==> config.mk <==
export PLATFORM = sky130hd
export DESIGN_NAME = fetch_sequencer_flat
export DESIGN_NICKNAME = d
export VERILOG_FILES = /design/src/rtl/fetch_sequencer_if.sv /design/src/rtl/fetch_sequencer.sv /design/src/flat_wrapper.sv
export SDC_FILE = /design/constraint.sdc
export NUM_CORES = 1
export LEC_CHECK = 0
export ABC_AREA = 1
export ABC_CLOCK_PERIOD_IN_PS = 2350
export CORE_MARGIN = 3
export CORE_UTILIZATION = 40
export CTS_BUF_LIST = sky130_fd_sc_hd__clkbuf_16
export CTS_CLUSTER_DIAMETER = 60
export DETAILED_ROUTE_END_ITERATION = 8
export GPL_TIMING_DRIVEN = 0
export HOLD_SLACK_MARGIN = 0.05
export PLACE_DENSITY = 0.69
export SYNTH_ARGS = -nofsm -noshare
export SYNTH_HDL_FRONTEND = slang
export SYNTH_SLANG_ARGS = --single-unit
==> constraint.sdc <==
create_clock -name CLK -period 2.35 [get_ports CLK]
set_input_delay 0.3525 -clock CLK [delete_from_list [all_inputs] [get_ports CLK]]
set_output_delay 0.3525 -clock CLK [all_outputs]
set_load 0.005 [all_outputs]
==> src/rtl/fetch_sequencer_if.sv <==
// Bundle of the fetch loop signals between instruction memory / PC block
// and the fetch sequencer. The master side is the sequencer itself.
interface fetch_sequencer_if;
    logic [11:0] IM_data;
    logic [7:0]  PC_in;
    logic        Z;
    logic        IRQ;
    logic        Stall;
    logic        IncPC;
    logic        LoadPC;
    logic        SelPC;
    logic [7:0]  A;
    logic [3:0]  B;
    logic [11:0] IR;
    logic        IRQ_ack;
    logic        Halted;
    logic        Illegal;

    modport master (
        input  IM_data, PC_in, Z, IRQ, Stall,
        output IncPC, LoadPC, SelPC, A, B, IR, IRQ_ack, Halted, Illegal
    );

    modport slave (
        output IM_data, PC_in, Z, IRQ, Stall,
        input  IncPC, LoadPC, SelPC, A, B, IR, IRQ_ack, Halted, Illegal
    );
endinterface

==> src/rtl/fetch_sequencer.sv <==
// Instruction fetch/sequencing controller. Waits out the memory latency,
// latches and decodes one instruction (or takes an interrupt), then holds a
// single PC command for two cycles so the half-rate PC block sees it once.
module fetch_sequencer #(
    parameter int unsigned MEM_LAT = 1,     // 1..4 cycles
    parameter logic [3:0]  VEC     = 4'hF
) (
    input  logic              CLK,
    input  logic              CLB,
    fetch_sequencer_if.master bus
);

    typedef enum logic [2:0] {
        S_RESET,
        S_FETCH,
        S_LATCH,
        S_EXEC1,
        S_EXEC2,
        S_HALT
    } state_t;

    localparam logic [3:0] OP_NOP  = 4'h0;
    localparam logic [3:0] OP_JMP  = 4'h1;
    localparam logic [3:0] OP_JZ   = 4'h2;
    localparam logic [3:0] OP_HALT = 4'h3;
    localparam logic [3:0] OP_RST  = 4'h5;
    localparam logic [3:0] OP_RTI  = 4'h6;
    localparam logic [3:0] OP_CLR  = 4'hF;

    // Last wait-counter value before leaving FETCH.
    localparam logic [1:0] LAT_LAST = 2'(MEM_LAT - 1);

    state_t      state_q, state_d;
    logic [1:0]  cnt_q, cnt_d;
    logic        inc_q, inc_d;
    logic        load_q, load_d;
    logic        sel_q, sel_d;
    logic [7:0]  a_q, a_d;
    logic [3:0]  b_q, b_d;
    logic [11:0] ir_q, ir_d;
    logic        ack_q, ack_d;
    logic        ill_q, ill_d;
    logic        halt_pend_q, halt_pend_d;
    logic        in_service_q, in_service_d;
    logic [7:0]  ret_q, ret_d;

    logic [3:0]  opcode;
    logic [7:0]  operand;
    logic        exec;

    assign opcode  = bus.IM_data[11:8];
    assign operand = bus.IM_data[7:0];
    assign exec    = (state_q == S_EXEC1) || (state_q == S_EXEC2);

    // Next-state and command decode; every register defaults to holding.
    always_comb begin
        state_d      = state_q;
        cnt_d        = cnt_q;
        inc_d        = inc_q;
        load_d       = load_q;
        sel_d        = sel_q;
        a_d          = a_q;
        b_d          = b_q;
        ir_d         = ir_q;
        ack_d        = 1'b0;
        ill_d        = 1'b0;
        halt_pend_d  = halt_pend_q;
        in_service_d = in_service_q;
        ret_d        = ret_q;

        case (state_q)
            S_RESET: begin
                cnt_d   = 2'd0;
                state_d = S_FETCH;
            end

            S_FETCH: begin
                // Stalled cycles do not count toward the memory latency.
                if (!bus.Stall) begin
                    if (cnt_q == LAT_LAST) begin
                        cnt_d   = 2'd0;
                        state_d = S_LATCH;
                    end else begin
                        cnt_d = cnt_q + 2'd1;
                    end
                end
            end

            S_LATCH: begin
                state_d     = S_EXEC1;
                inc_d       = 1'b0;
                load_d      = 1'b0;
                halt_pend_d = 1'b0;
                if (bus.IRQ && !in_service_q) begin
                    // Interrupt beats whatever was fetched; that word is
                    // refetched after RTI because PC is saved unchanged.
                    ret_d        = bus.PC_in;
                    in_service_d = 1'b1;
                    ack_d        = 1'b1;
                    load_d       = 1'b1;
                    sel_d        = 1'b1;
                    b_d          = VEC;
                end else begin
                    ir_d = bus.IM_data;
                    case (opcode)
                        OP_NOP: inc_d = 1'b1;
                        OP_JMP: begin
                            load_d = 1'b1;
                            sel_d  = 1'b0;
                            a_d    = operand;
                        end
                        OP_JZ: begin
                            if (bus.Z) begin
                                load_d = 1'b1;
                                sel_d  = 1'b0;
                                a_d    = operand;
                            end else begin
                                inc_d = 1'b1;
                            end
                        end
                        OP_HALT: halt_pend_d = 1'b1;
                        OP_RST: begin
                            load_d = 1'b1;
                            sel_d  = 1'b1;
                            b_d    = operand[3:0];
                        end
                        OP_RTI: begin
                            if (in_service_q) begin
                                load_d       = 1'b1;
                                sel_d        = 1'b0;
                                a_d          = ret_q;
                                in_service_d = 1'b0;
                            end else begin
                                inc_d = 1'b1;
                            end
                        end
                        OP_CLR: begin
                            // Simultaneous inc+load makes the PC clear to 0.
                            inc_d  = 1'b1;
                            load_d = 1'b1;
                        end
                        default: begin
                            inc_d = 1'b1;
                            ill_d = 1'b1;
                        end
                    endcase
                end
            end

            S_EXEC1: state_d = S_EXEC2;

            S_EXEC2: state_d = halt_pend_q ? S_HALT : S_FETCH;

            S_HALT: state_d = S_HALT;

            default: state_d = S_RESET;
        endcase
    end

    // State and datapath registers, cleared immediately by CLB.
    always_ff @(posedge CLK or posedge CLB) begin
        if (CLB) begin
            state_q      <= S_RESET;
            cnt_q        <= 2'd0;
            inc_q        <= 1'b0;
            load_q       <= 1'b0;
            sel_q        <= 1'b0;
            a_q          <= 8'h00;
            b_q          <= 4'h0;
            ir_q         <= 12'h000;
            ack_q        <= 1'b0;
            ill_q        <= 1'b0;
            halt_pend_q  <= 1'b0;
            in_service_q <= 1'b0;
            ret_q        <= 8'h00;
        end else begin
            state_q      <= state_d;
            cnt_q        <= cnt_d;
            inc_q        <= inc_d;
            load_q       <= load_d;
            sel_q        <= sel_d;
            a_q          <= a_d;
            b_q          <= b_d;
            ir_q         <= ir_d;
            ack_q        <= ack_d;
            ill_q        <= ill_d;
            halt_pend_q  <= halt_pend_d;
            in_service_q <= in_service_d;
            ret_q        <= ret_d;
        end
    end

    // Commands are only asserted during the two-cycle execute window.
    assign bus.IncPC   = exec & inc_q;
    assign bus.LoadPC  = exec & load_q;
    assign bus.SelPC   = sel_q;
    assign bus.A       = a_q;
    assign bus.B       = b_q;
    assign bus.IR      = ir_q;
    assign bus.IRQ_ack = ack_q;
    assign bus.Illegal = ill_q;
    assign bus.Halted  = (state_q == S_HALT);

endmodule

==> src/flat_wrapper.sv <==
// flat-port wrapper written by rule: the top's interface ports become plain ports
module fetch_sequencer_flat 
#(
    parameter int unsigned MEM_LAT = 1,                   
    parameter logic [3:0]  VEC     = 4'hF
)
  (CLK, CLB, bus_IM_data, bus_PC_in, bus_Z, bus_IRQ, bus_Stall, bus_IncPC, bus_LoadPC, bus_SelPC, bus_A, bus_B, bus_IR, bus_IRQ_ack, bus_Halted, bus_Illegal);
  fetch_sequencer_if bus_i ();
  input  logic CLK;
  input  logic CLB;
  input wire logic [$bits(bus_i.IM_data)-1:0] bus_IM_data;
  input wire logic [$bits(bus_i.PC_in)-1:0] bus_PC_in;
  input wire logic [$bits(bus_i.Z)-1:0] bus_Z;
  input wire logic [$bits(bus_i.IRQ)-1:0] bus_IRQ;
  input wire logic [$bits(bus_i.Stall)-1:0] bus_Stall;
  output wire logic [$bits(bus_i.IncPC)-1:0] bus_IncPC;
  output wire logic [$bits(bus_i.LoadPC)-1:0] bus_LoadPC;
  output wire logic [$bits(bus_i.SelPC)-1:0] bus_SelPC;
  output wire logic [$bits(bus_i.A)-1:0] bus_A;
  output wire logic [$bits(bus_i.B)-1:0] bus_B;
  output wire logic [$bits(bus_i.IR)-1:0] bus_IR;
  output wire logic [$bits(bus_i.IRQ_ack)-1:0] bus_IRQ_ack;
  output wire logic [$bits(bus_i.Halted)-1:0] bus_Halted;
  output wire logic [$bits(bus_i.Illegal)-1:0] bus_Illegal;
  assign bus_i.IM_data = bus_IM_data;
  assign bus_i.PC_in = bus_PC_in;
  assign bus_i.Z = bus_Z;
  assign bus_i.IRQ = bus_IRQ;
  assign bus_i.Stall = bus_Stall;
  assign bus_IncPC = bus_i.IncPC;
  assign bus_LoadPC = bus_i.LoadPC;
  assign bus_SelPC = bus_i.SelPC;
  assign bus_A = bus_i.A;
  assign bus_B = bus_i.B;
  assign bus_IR = bus_i.IR;
  assign bus_IRQ_ack = bus_i.IRQ_ack;
  assign bus_Halted = bus_i.Halted;
  assign bus_Illegal = bus_i.Illegal;
  fetch_sequencer #(.MEM_LAT(MEM_LAT), .VEC(VEC)) u_core (.CLK(CLK), .CLB(CLB), .bus(bus_i));
endmodule
======== Yosys cells after proc, flatten, opt, wreduce, memory -nomap -nowiden ========
Cells that the tools add are included.
storage, ports and cells
  flip-flop bits (word level) ............. 44
  bits of input ports ..................... 25
  output and inout bits ................... 30
  word-level logic and storage cells ...... 89
cells by class
  $add $sub $neg .......................... 1
  equality and inequality tests ........... 17
  muxes and demuxes ....................... 33
  bitwise gates (word level) .............. 3
  reductions and logical operators ........ 22
operators by type and width
  kind                number
  $pmux 8 s3          1
  $mux 1              18
  $pmux 3 s6          1
  $mux 8              2
  $reduce_and 2->1    6
  $mux 3              3
  $eq 4x2->1 const B  2
  $eq 4x3->1 const B  2
  $mux 4              2
  $reduce_or 7->1     1
  $eq 3x2->1 const B  2
  $eq 3x3->1 const B  2
  $pmux 1 s3          2
  $reduce_bool 2->1   3
  $reduce_or 3->1     2
  $reduce_and 5->1    1
  $reduce_bool 5->1   1
  $eq 4x1->1 const B  1
  $eq 4x4->1 const B  1
  $logic_not 4->1     1
  $mux 2              2
  $ne 2x1->1 const B  2
  $ne 2x2->1 const B  2
  $pmux 1 s4          1
  14 further kinds    15

======== Logic depth before layout (Yosys ltp) ========
Gate-level depths: netlist of the first run.
  word-level depth ........................ 5
  mapped depth ............................ 9
  depth with buffers taken out ............ 9

======== Worst setup path after synthesis of the first run ========
OpenSTA, ideal clock, no wires.
  kind .................................... flip-flop to flip-flop
  start point ............................. reg u_core.state_q[2]
  end point ............................... reg u_core.a_q[0] (netlist: u_core.bus.A[0])
  setup time .............................. 116 ps
  arrival time ............................ 1133 ps
  required time ........................... 2234 ps
  setup slack ............................. 1101 ps
  cell stages (with the launch flop) ...... 9
  path buffers ............................ 0
  period minus slack after synthesis ...... 1249 ps
  cell sequence ........................... dfrtp_1 -> inv_1 -> nand3_4 -> nor2_8 -> nand2_4 -> nor2_8 -> inv_4 -> nand2_1 -> nand2_1
between the ends
  longest elaborated chain between the ends .. 2
RTL lines
  what                        line                    text
  start: declaration          fetch_sequencer.sv:33   state_t state_q, state_d;
  start signal: assignment    fetch_sequencer.sv:177  state_q <= state_d;
  $eq 3x2->1                  fetch_sequencer.sv:71   case (state_q)
  $reduce_and 5->1 (no line)  --
  end signal: assignment      fetch_sequencer.sv:168  a_q <= 8'h00;
  end signal: assignment      fetch_sequencer.sv:182  a_q <= a_d;
  end: declaration            fetch_sequencer.sv:38   logic [7:0] a_q, a_d;
Every way passes these cells.
A chain may end at the register's enable or synchronous reset.

======== Worst setup path in the final report of the first run ========
  start point ............................. reg u_core.state_q[1]
  end point ............................... out bus_LoadPC
between the ends
  longest elaborated chain between the ends .. 3
  elaborated cells on any way between the ends .. 4
  classes of those cells .................. eq/ne (2); bitwise (1); reduce/logical (1)
RTL lines
  what                                      line                    text
  $eq 3x2->1 or $eq 3x3->1 (tied branches)  fetch_sequencer.sv:53   assign exec = (state_q == S_EXEC1) || (state_q == S_EXEC2);
  $logic_or 1x1->1 (*)                      fetch_sequencer.sv:53
  $and 1x1->1 (*)                           fetch_sequencer.sv:195  assign bus.LoadPC = exec & load_q;
  end: declaration                          flat_wrapper.sv:17      output wire logic [$bits(bus_i.LoadPC)-1:0] bus_LoadPC;
Mark *: on every way between the ends. The rest lies on a longest branch, timed or not.

==> impl_metrics.env, run 1 <==
export IMPL_cts_hold_fix_buffers=0
export IMPL_post_cts_buffers=0
export IMPL_max_stage_delay_ns=0.50
export IMPL_synth_nets=270
export IMPL_status="finished, final reports clean"
export IMPL_dieHeight_um=77.8
export IMPL_clockBufferDepth=2
export IMPL_yosysSeqAreaShare_pct=53.3
export IMPL_slew_headroom_pct=80.0
export IMPL_fin_hold_ws_ns=0.238
export IMPL_hold_path_class="in -> async"
export IMPL_leakagePower_uw=0.00142
export IMPL_io_pins=55
export IMPL_dp_hpwl_mm=3.44
export IMPL_required_ns=2.00
export IMPL_tightest_slew_ns=0.299
export IMPL_gp_congestion=0.791
export IMPL_synthArstFlopShare_pct=100
export IMPL_fin_ws_ns=0.330
export IMPL_finalCritPeriodShare_pct=85.9
export IMPL_cp_top_family="buffers and inverters"
export IMPL_critPathSlowestCell="clkdlybuf4s50_1"
export IMPL_final_setup_tns_ns=0
export IMPL_crit_fanout=6
export IMPL_report_final_hold_viol_count=0
export IMPL_grt_setup_unrepaired="no"
export IMPL_antenna_cells=0
export IMPL_area_growth_pct=39.3
export IMPL_end_kind="output pin"
export IMPL_die_w_um=77.8
export IMPL_drc=0
export IMPL_fp_row_count=25
export IMPL_vdd_drop_max_mv=0.489
export IMPL_wirelength_mm=4.74
export IMPL_drive_gt1_share_pct=10.5
export IMPL_cts_repair_resized=0
export IMPL_setup_viol=0
export IMPL_numClockSinks=44
export IMPL_syn_avg_cell_area_um2=8.50
export IMPL_num_nets_final=332
export IMPL_synth_edf_count=0
export IMPL_powerDensity_nw_per_um2=1130
export IMPL_drv_cap=0
export IMPL_grt_overflow=0
export IMPL_clock_skew_ns=0.00469
export IMPL_antenna_found_initial=0
export IMPL_critPathKind="reg -> out"
export IMPL_initial_core_util_pct=42.6
export IMPL_dr_pass1_iters=4
export IMPL_slew_viol_final=0
export IMPL_grt_pass1_wl_mm=7.89
export IMPL_num_vias=1717
export IMPL_fmax_mhz=495
export IMPL_synth_flop_cell="dfrtp_1"
export IMPL_clockRootBuffer="clkbuf_16"
export IMPL_core_um2=4850
export IMPL_grt_pass1_vias=1646
export IMPL_seqCellArea_um2=1100
export IMPL_clk_latency_ns=0.28
export IMPL_numCtsBuffers=5
export IMPL_portBuffers=54
export IMPL_multi_input_area_um2=790
export IMPL_clkSlewWorstSetupHoldPaths_ns=0.06
export IMPL_nFillCells=442
export IMPL_ys_types=25
export IMPL_critPathBufInv=2
export IMPL_wl_per_cell_um=12.7
export IMPL_place_ws_ns=0.478
export IMPL_syn_cell_area_um2=2060
export IMPL_final_antenna_net_count=0
export IMPL_ys_warn_count=0
export IMPL_avgViaCountPerCell=4.60
export IMPL_htreeDepth=2
export IMPL_drt_iter0_markers=111
export IMPL_ys_ff_latch=44
export IMPL_post_route_min_period_ns=2.02
export IMPL_synthesis_instances=243
export IMPL_grtUsageTotal_pct=16.6
export IMPL_cts_tree="done"
export IMPL_crit_arrival_ns=1.67
export IMPL_start_kind="register"
export IMPL_die_area_um2=6060
export IMPL_ff2ff_setup_slack_ns=0.93
export IMPL_grt_max_degree=44
export IMPL_crit_chain="inv_1 -> o21ai_0 -> nand2_1 -> nor2_1 -> clkdlybuf4s50_1"
==> synthesized netlist by cell type, drive strengths merged, types with 2 or more instances <==
library cell,number,area share (%)
nand2,90,17
dfrtp,44,53
o21ai,31,7.7
inv,30,5.6
nor2,16,5.3
nand3,12,3.5
a21oi,6,1.5
buf,4,2.0
nor3,4,0.97
ha,2,1.2
==> layout by cell type, fill, tap and decap left out, drive strengths merged <==
master	instances
bufinv	2
nor2	16
nand2	90
inv	30
ha	2
o21bai	1
clkinv	1
a21oi	6
buf	5
nand4	1
clkbuf	5
nor3	4
a22o	1
dfrtp	44
clkdlybuf4s50	54
nand3	12
clkinvlp	1
o21ai	31
==> layer usage <==
layer  routed length, um  vias to the layer above  track usage [%]
met5                   0                        -                0
met2                2270                       39             26.8
li1                    -                      886                -
met4                  80                        0             6.23
met1                2190                      784             21.4
met3                 191                        8             4.18
==> flip-flops by register name, summed over array words and instances (netlist names) <==
register             count
u_core.bus.IRQ_ack       1
u_core.halt_pend_q       1
u_core.bus.SelPC         1
u_core.inc_q             1
u_core.in_service_q      1
u_core.cnt_q             2
u_core.bus.Illegal       1
u_core.ret_q             8
u_core.load_q            1
u_core.state_q           3
u_core.bus.IR           12
u_core.bus.A             8
u_core.bus.B             4
==> stage by stage <==
step | area (um2) | power (uW) | instances | util [%]
5_1_grt | 2880 | 3490 | 373 | 59.3
2_1_floorplan | 2060 | 1840 | 243 | -
6_report | 2880 | 3250 | 373 | 59.3
3_3_place_gp | 2690 | 2460 | 364 | 55.5
3_5_place_dp | 2710 | 2490 | 365 | 55.9
4_1_cts | 2880 | 3290 | 373 | 59.3
==> final timing paths <==
path / startpoint / to / cells past startpoint
worst max-delay path: u_core.state_q[1] / bus_LoadPC / 5
worst min-delay path: CLB / u_core.bus.A[6] / 2
worst max register to register: u_core.state_q[0] / u_core.bus.A[2] / 8
worst min register to register: u_core.bus.A[7] / u_core.bus.A[7] / 2
max in group asynchronous: CLB / u_core.bus.SelPC / 3
min in group CLK: u_core.bus.A[7] / u_core.bus.A[7] / 2
==> where the power goes <==
group          switching [uW]  leakage [uW]  internal (uW)
registers                 189      0.000548           1090
logic                     537      0.000788            655
clock network             278     0.0000798            499
==> logic make-up after synthesis <==
kind of cell | share of synthesized area (%)
adder cells (fa/ha/maj) | 1.21
buffers and inverters | 8.42
flip-flops | 53.3
AO/OA/AOI/OAI | 9.94
AND/OR/NAND/NOR | 27.1
==> area by class of cell <==
cell class | instances | share of cell area [%]
Sequential cell | 44 | 38.3
Timing Repair Buffer | 55 | 19.5
Clock inverter | 3 | 1.48
Tap cell | 67 | 2.91
Multi-Input combinational cell | 164 | 27.4
Clock buffer | 5 | 4.35
Inverter | 31 | 4.61
Buffer | 4 | 1.44
Power figures use the tool's default switching activity.
==> run 2: changes to the inputs <==
--- a/config.mk
+++ b/config.mk
@@ -7,6 +7,7 @@
 export LEC_CHECK = 0
 export ABC_AREA = 1
 export ABC_CLOCK_PERIOD_IN_PS = 2350
+export CORE_ASPECT_RATIO = 1.25
 export CORE_MARGIN = 3
 export CORE_UTILIZATION = 40
 export CTS_BUF_LIST = sky130_fd_sc_hd__clkbuf_16
==> impl_metrics.env, run 2 (synthesis gave the netlist of run 1 again) <==
export IMPL_status="finished, final reports clean"
export IMPL_dieHeight_um=86.3
export IMPL_drive_gt1_share_pct=9.48
export IMPL_avgViaCountPerCell=4.73
export IMPL_r2r_start="u_core.state_q[0]"
export IMPL_crit_fanout=6
export IMPL_antenna_cells=0
export IMPL_die_w_um=70.3
export IMPL_clockBufferDepth=2
export IMPL_numCtsBuffers=5
export IMPL_instances_no_fill=366
export IMPL_cts_hold_fix_buffers=0
export IMPL_leakagePower_uw=0.00141
export IMPL_portBuffers=54
export IMPL_cts_tree="done"
export IMPL_clkSlewWorstSetupHoldPaths_ns=0.06
export IMPL_grt_setup_unrepaired="no"
export IMPL_grt_pass1_vias=1757
export IMPL_nFillCells=441
export IMPL_initial_core_util_pct=42.4
export IMPL_layout_commonest_cell="nand2_1"
export IMPL_critPathKind="reg -> out"
export IMPL_post_route_min_period_ns=2.01
export IMPL_io_pins=55
export IMPL_layout_common_cells="87 x nand2_1, 54 x clkdlybuf4s50_1, 44 x dfrtp_1, 24 x inv_1, 18 x o21ai_0"
export IMPL_grt_max_degree=40
export IMPL_num_vias=1730
export IMPL_dp_hpwl_mm=3.38
export IMPL_post_cts_buffers=0
export IMPL_crit_start="u_core.state_q[1]"
export IMPL_dr_pass1_iters=4
export IMPL_setup_viol=0
export IMPL_htreeDepth=2
export IMPL_multi_input_area_um2=790
export IMPL_gp_congestion=0.778
export IMPL_grt_overflow=0
export IMPL_largest_reg_flops=12
export IMPL_vdd_drop_max_mv=0.549
export IMPL_grtUsageTotal_pct=17.1
export IMPL_cts_repair_resized=0
export IMPL_rr_endpoint="u_core.bus.A[5]"
export IMPL_seqCellArea_um2=1100
export IMPL_fmax_mhz=496
export IMPL_clock_skew_ns=0.00503
export IMPL_slew_headroom_pct=80.0
export IMPL_num_nets_final=332
export IMPL_tightest_slew_ns=0.297
export IMPL_antenna_found_initial=0
export IMPL_wl_per_cell_um=12.6
export IMPL_powerDensity_nw_per_um2=1090
export IMPL_clk_latency_ns=0.28
export IMPL_wirelength_mm=4.61
export IMPL_drt_iter0_markers=58
export IMPL_fp_row_count=28
export IMPL_hold_path_class="in -> async"
export IMPL_start_kind="register"
export IMPL_drc=0
export IMPL_ff2ff_setup_slack_ns=0.93
export IMPL_drv_cap=0
export IMPL_area_growth_pct=37.4
export IMPL_final_setup_tns_ns=0
export IMPL_fin_ws_ns=0.336
export IMPL_final_antenna_net_count=0
export IMPL_end_kind="output pin"
export IMPL_required_ns=2.00
export IMPL_die_area_um2=6060
export IMPL_r2r_worst_path_cells=8
export IMPL_clockRootBuffer="clkbuf_16"
export IMPL_numClockSinks=44
export IMPL_dpl_cell_count=358
export IMPL_grt_pass1_wl_mm=8.26
export IMPL_report_final_hold_viol_count=0
export IMPL_slew_viol_final=0
export IMPL_place_ws_ns=0.469
export IMPL_core_um2=4870
export IMPL_finalCritPeriodShare_pct=85.7
export IMPL_crit_arrival_ns=1.66
==> run 2: cell types whose count changed in the layout (fill, tap and decap cells not counted) <==
| cell | previous run | this run |
|---|---|---|
| clkinv_1 | 0 | 1 |
| bufinv_16 | 1 | 0 |
| inv_1 | 22 | 24 |
| clkinvlp_4 | 1 | 0 |
| clkinv_2 | 1 | 0 |
==> run 2: how the worst max path moves through the flow <==
stage,endpoint,slack [ns]
2_1_floorplan,u_core.bus.A[0],0.97
3_3_place_gp,u_core.bus.IR[8],0.05
3_5_place_dp,u_core.bus.A[1],0.47
4_1_cts,bus_IncPC,0.31
5_1_grt,bus_IncPC,0.18
6_report,bus_IncPC,0.34
==> run 2: final cells by class <==
type / count / area share, %
Timing Repair Buffer: 55 / 19.8
Clock buffer: 5 / 4.41
Clock inverter: 3 / 0.397
Buffer: 4 / 1.46
Inverter: 31 / 4.68
Multi-Input combinational cell: 164 / 27.8
Sequential cell: 44 / 38.8
Tap cell: 60 / 2.65
==> run 2: stage by stage <==
step	instance area, um2	utilization (%)	total power, uW	hold WS, ns
after floorplan	2060	-	1840	0.449
after global placement	2680	55.0	2450	0.456
after detailed placement	2700	55.4	2480	0.460
after CTS	2840	58.2	3150	0.292
after global routing	2840	58.2	3360	0.299
final	2840	58.2	3100	0.299
==> run 2: metal layers <==
metal	vias up	global-route usage [%]	wire [um]
li1	890	-	-
met1	796	21.8	2060
met2	38	29.1	2300
met3	6	3.48	194
met4	0	5.23	56
met5	-	0	0
==> run 2: where the power goes <==
part	switching, uW	internal [uW]	total [uW]
Clock	261	382	643
Combinational	532	655	1190
Sequential	181	1090	1270
Total	974	2130	3100
==> run 2: critical path: stages (launching register included) <==
cell             delay (ns)
dfrtp_1                0.45
inv_1                  0.10
o21ai_0                0.17
nand2_1                0.08
nor2_1                 0.08
clkdlybuf4s50_1        0.50
